`src/rtl/multicycle_control.sv`:
```
// Main control FSM for the multicycle MIPS datapath: sequences fetch/decode/execute/memory/write-back.
// Optional jal support is built when MULTICYCLE_JAL_EN is defined.
module multicycle_control (
  input  logic       clk,
  input  logic       reset,
  input  logic [5:0] Opcode,
  input  logic       MemReady,
  output logic [2:0] ALUOp,
  output logic       ALUSrcA,
  output logic [1:0] ALUSrcB,
  output logic       IorD,
  output logic       MemRead,
  output logic       MemWrite,
  output logic       IRWrite,
  output logic       PCWrite,
  output logic       PCWriteCond,
  output logic       RegWrite,
  output logic       BranchNE,
  output logic [1:0] PCSource,
  output logic [1:0] RegDst,
  output logic [1:0] MemtoReg,
  output logic       IllegalOp,
  output logic [3:0] State
);

  typedef enum logic [3:0] {
    FETCH     = 4'd0,
    DECODE    = 4'd1,
    MEM_ADDR  = 4'd2,
    MEM_READ  = 4'd3,
    MEM_WB    = 4'd4,
    MEM_WRITE = 4'd5,
    R_EXEC    = 4'd6,
    R_WB      = 4'd7,
    BRANCH    = 4'd8,
    JUMP      = 4'd9,
    I_EXEC    = 4'd10,
    I_WB      = 4'd11
`ifdef MULTICYCLE_JAL_EN
    , JAL_WB  = 4'd12
`endif
  } state_e;

  localparam logic [5:0] OP_RTYPE = 6'b000000;
  localparam logic [5:0] OP_LW    = 6'b100011;
  localparam logic [5:0] OP_SW    = 6'b101011;
  localparam logic [5:0] OP_ADDI  = 6'b001000;
  localparam logic [5:0] OP_ORI   = 6'b001101;
  localparam logic [5:0] OP_BEQ   = 6'b000100;
  localparam logic [5:0] OP_BNE   = 6'b000101;
  localparam logic [5:0] OP_J     = 6'b000010;
`ifdef MULTICYCLE_JAL_EN
  localparam logic [5:0] OP_JAL   = 6'b000011;
`endif

  state_e     state_q, state_d;
  logic [5:0] opcode_q, opcode_d;

  always_ff @(posedge clk) begin
    if (reset) begin
      state_q  <= FETCH;
      opcode_q <= '0;
    end else begin
      state_q  <= state_d;
      opcode_q <= opcode_d;
    end
  end

  always_comb begin
    state_d     = state_q;
    opcode_d    = opcode_q;
    ALUOp       = '0;
    ALUSrcA     = 1'b0;
    ALUSrcB     = '0;
    IorD        = 1'b0;
    MemRead     = 1'b0;
    MemWrite    = 1'b0;
    IRWrite     = 1'b0;
    PCWrite     = 1'b0;
    PCWriteCond = 1'b0;
    RegWrite    = 1'b0;
    BranchNE    = 1'b0;
    PCSource    = '0;
    RegDst      = '0;
    MemtoReg    = '0;
    IllegalOp   = 1'b0;

    case (state_q)
      FETCH: begin
        MemRead = 1'b1;
        ALUSrcB = 2'b01;
        ALUOp   = 3'b100;
        if (MemReady) begin
          IRWrite = 1'b1;
          PCWrite = 1'b1;
          state_d = DECODE;
        end
      end
      DECODE: begin
        ALUSrcB  = 2'b11;
        ALUOp    = 3'b100;
        opcode_d = Opcode;
        case (Opcode)
          OP_RTYPE:        state_d = R_EXEC;
          OP_LW, OP_SW:    state_d = MEM_ADDR;
          OP_ADDI, OP_ORI: state_d = I_EXEC;
          OP_BEQ, OP_BNE:  state_d = BRANCH;
          OP_J:            state_d = JUMP;
`ifdef MULTICYCLE_JAL_EN
          OP_JAL:          state_d = JAL_WB;
`endif
          default: begin
            IllegalOp = 1'b1;
            state_d   = FETCH;
          end
        endcase
      end
      MEM_ADDR: begin
        ALUSrcA = 1'b1;
        ALUSrcB = 2'b10;
        ALUOp   = (opcode_q == OP_SW) ? 3'b011 : 3'b010;
        state_d = (opcode_q == OP_SW) ? MEM_WRITE : MEM_READ;
      end
      MEM_READ: begin
        IorD    = 1'b1;
        MemRead = 1'b1;
        if (MemReady) state_d = MEM_WB;
      end
      MEM_WB: begin
        MemtoReg = 2'b01;
        RegWrite = 1'b1;
        state_d  = FETCH;
      end
      MEM_WRITE: begin
        IorD     = 1'b1;
        MemWrite = 1'b1;
        if (MemReady) state_d = FETCH;
      end
      R_EXEC: begin
        ALUSrcA = 1'b1;
        ALUOp   = 3'b111;
        state_d = R_WB;
      end
      R_WB: begin
        RegDst   = 2'b01;
        RegWrite = 1'b1;
        state_d  = FETCH;
      end
      I_EXEC: begin
        ALUSrcA = 1'b1;
        ALUSrcB = 2'b10;
        ALUOp   = (opcode_q == OP_ORI) ? 3'b101 : 3'b100;
        state_d = I_WB;
      end
      I_WB: begin
        RegWrite = 1'b1;
        state_d  = FETCH;
      end
      BRANCH: begin
        ALUSrcA     = 1'b1;
        ALUOp       = 3'b001;
        PCWriteCond = 1'b1;
        PCSource    = 2'b01;
        BranchNE    = (opcode_q == OP_BNE);
        state_d     = FETCH;
      end
      JUMP: begin
        PCWrite  = 1'b1;
        PCSource = 2'b10;
        state_d  = FETCH;
      end
`ifdef MULTICYCLE_JAL_EN
      JAL_WB: begin
        PCWrite  = 1'b1;
        PCSource = 2'b10;
        RegWrite = 1'b1;
        RegDst   = 2'b10;
        MemtoReg = 2'b10;
        state_d  = FETCH;
      end
`endif
      default: state_d = FETCH;
    endcase

    // Reset silences every output in the same cycle, before the state register has reloaded.
    if (reset) begin
      ALUOp       = '0;
      ALUSrcA     = 1'b0;
      ALUSrcB     = '0;
      IorD        = 1'b0;
      MemRead     = 1'b0;
      MemWrite    = 1'b0;
      IRWrite     = 1'b0;
      PCWrite     = 1'b0;
      PCWriteCond = 1'b0;
      RegWrite    = 1'b0;
      BranchNE    = 1'b0;
      PCSource    = '0;
      RegDst      = '0;
      MemtoReg    = '0;
      IllegalOp   = 1'b0;
    end
  end

  assign State = reset ? '0 : state_q;

endmodule

```
`config.mk`:
```
export PLATFORM = sky130hd
export DESIGN_NAME = multicycle_control
export DESIGN_NICKNAME = d
export VERILOG_FILES = /design/src/rtl/multicycle_control.sv
export SDC_FILE = /design/constraint.sdc
export NUM_CORES = 1
export LEC_CHECK = 0
export ABC_AREA = 1
export CORE_MARGIN = 2
export CORE_UTILIZATION = 45
export DETAILED_ROUTE_END_ITERATION = 10
export HOLD_SLACK_MARGIN = 0.1
export PLACE_DENSITY = 0.84
export SETUP_SLACK_MARGIN = 0.02
export SLEW_MARGIN = 10
export SYNTH_ARGS = -nofsm -noshare
export SYNTH_HDL_FRONTEND = slang
export SYNTH_SLANG_ARGS = --single-unit
```
`constraint.sdc`:
```
create_clock -name clk -period 3.7 [get_ports clk]
set_clock_uncertainty 0.05 [all_clocks]
set_input_delay 1.11 -clock clk [delete_from_list [all_inputs] [get_ports clk]]
set_output_delay 1.11 -clock clk [all_outputs]
set_load 0.005 [all_outputs]
```
==> impl_results.md <==
- Fin. Hold Viols: 0
- Vias per inst: ~5.0
- Vias in the first global route: 964
- Max-cap violations: 0
- RR Startpoint: state_q[2]
- Pwr Density: 293 mW/mm2
- Post-synth EDFFs: 0
- Initial antenna violation count: 0
- Most numerous cell in the Yosys netlist: nand2_1
- DRT Pass-1 Iters: 4
- Post-synth top area cell: dfxtp_1
- Post-layout nets: 202
- Reg2Reg Setup Slack: 2.32 ns
- Synth cell types: 22
- Synth Area per Inst: 5.44 um2
- Synth warn: 0
- Post-route ant nets: 0
- Final hold slack: 0.432 ns
- Crit Path Class: in2out
- Worst Hold Class: reg2reg
- Routed WL per cell: 10.6 um
- Flop pwr share: 37.3%
- Cts bufs inserted: 3
- WHS Endpoint: opcode_q[4]
- Seq/Total Area, Yosys: 24.4%
- H-Tree Level Count: 1
- CTS max path bufs: 2
- CTS clk-pin slew, worst paths: roughly 0.070 ns
- Met3 GRT Util: 3.53%
- Initial drt markers: 16
- Post-synth ARST share: 0%
- FILL cells: around 170
- IO buf count: 31
- Synth top area share: 24.4%
- RSZ-0062 raised after global routing: no
- Synth Register Bits: 10
- FP Rows: 15
- Core Util, Final: 72.3%
- Most frequent cells after synthesis: nand2_1 (37), nor2_1 (29), inv_1 (16)
- Primary FF master, synth: dfxtp_1
- Met2 GRT Util: 45.8%
- Post-route setup TNS: 0 ns
- Clock network power share: between 20 and 30%
- TritonCTS clock tree: yes
- Final setup violation count: 0
- Vias: 1082
- WL final: 2300 um
- CP arrival: ~2.4 ns
- Area Overhead vs Synth: 52.1%
- Synthesized area: 821 um2
- Post-Syn Instances: approximately 150
- Total grt overflow: 0
- Largest net degree at the start of global routing: 10
- Clock Latency Late Sink: 0.26 ns
- Die H: 46.7 um
- Worst EP required: 2.54 ns
- Hold-fix buffers, CTS: 0
- WHS Path Cells: 2
- Layout cells sized above 1: ~16%
- Worst setup SP type: primary input
- Ant diodes: 0
- Max Slew Vio Count: 0
- HPWL Detailed: around 2000 um
- Core region area: 0.00173 mm2
- CP Capture Type: output port
- Switching share of power: ~34%
- Critical Path Fanout Max: 3
- Final period util: 95.3%
- Tot GR Track Use: between 20% and 30%
- Global routing's busiest layer: met2
- CTS root buf: clkbuf_4
- GP Congestion: 0.889
- Leak: 0.580 nW
- Total power: approximately 370 uW
- Worst r2r path cells: 7
- Non-Filler Instances: between 200 and 250
- Fmax: 0.284 GHz
- Die width: 46.7 um
- Global Route met1 Usage: 26.5%
- Full die area: 0.00218 mm2
- Starting Density: a little under half
- Sw Pwr: 126 uW
- Clk sinks: 10
- Placed insts: 213
- Fin crit period: 3.53 ns
- Reg-to-reg critical path endpoint: state_q[2]
- Io pins: 34
- Internal Power: 241 uW
- First-pass GRT wire length: ~3800 um
- DRC viols: 0
- Combinational share of power: between 30% and 40%
- Post-CTS setup buffer count: 0
- Peak VDD IR: approximately 0.00032 V
- Run status: finished, final reports clean
- Area contributors post-synth: dfxtp_1 (24%), nand2_1 (17%), nor2_1 (13%)
- Hold path start: opcode_q[4]
## how the worst max path moves through the flow
stage                        to  startpoint  slack, ns  cells after the start
global placement      IllegalOp   Opcode[2]      -0.07                      6
finish                IllegalOp   Opcode[0]       0.17                      9
detailed placement    IllegalOp   Opcode[1]      -0.13                      8
floorplan           PCSource[0]       reset       0.92                      3
global route          IllegalOp   Opcode[5]       0.05                      8
CTS                   IllegalOp   Opcode[5]       0.14                      8
## cell families (layout without fill, tap and decap cells)
kind of cell           Yosys count  after routing  synth area share (%)
and+or+nand+nor                 81             81                  41.2
buffers and inverters           30             70                  15.1
AOI/OAI and AO/OA               29             29                  18.9
DFF                             10             10                  24.4
other                            1              2                 0.457
## timing repair
item                                   in CTS  in global routing
endpoints found under the hold margin       0                  0
cloned                                      0                  0
resized for setup                           5                  2
setup endpoints to repair                   9                  1
## through the flow
step / area, um2 / setup WS, ns
after CTS: 1240 / 0.143
final: 1250 / 0.173
after global routing: 1250 / 0.0494
after floorplan: 825 / 0.923
after global placement: 1210 / -0.0651
after detailed placement: 1210 / -0.134
## power by group through the flow
stage	logic [mW]	registers [mW]	clock network, mW
4_1_cts	0.129	0.136	0.0983
3_5_place_dp	0.131	0.139	0
6_report	0.130	0.137	0.0992
3_3_place_gp	0.127	0.138	0
2_1_floorplan	0.0754	0.135	0
5_1_grt	0.146	0.139	0.105
## cell usage in the layout (no fill, tap or decap), drive strengths merged
master,instances
nand2,39
nor2,32
clkdlybuf4s50,26
inv,24
a21oi,14
o21ai,12
dfxtp,10
buf,10
nand3,6
dlygate4sd2,5
clkbuf,4
nand4,2
conb,2
o21a,1
nor3,1
nor4,1
o22ai,1
clkinv,1
o31ai,1
## registers in the layout (all words and copies together) (netlist names)
register  flops
opcode_q      6
state_q       4
## area by class of cell
| cell class | instances | area, um2 | share of cell area (%) |
|---|---|---|---|
| Multi-Input combinational cell | 112 | 508 | 40.7 |
| Timing Repair Buffer | 41 | 379 | 30.4 |
| Sequential cell | 10 | 200 | 16.0 |
| Inverter | 25 | 93.8 | 7.52 |
| Clock buffer | 4 | 36.3 | 2.91 |
| Tap cell | 25 | 31.3 | 2.51 |
## worst max-delay path: stages
cell and delay [ns]:
clkdlybuf4s50_1 0.50, inv_1 0.08, nor2_1 0.09, nand3_1 0.09
nand2_1 0.08, inv_1 0.04, nand2_1 0.08, nor3_2 0.04
dlygate4sd2_1 0.25
## routing by layer
metal / wire [um] / part of all wire (%)
met1: 913 / 40
met2: 1240 / 54
met3: 141 / 6.1
met4: 6 / 0.26
met5: 0 / 0
(Power assumes the default switching activity.)
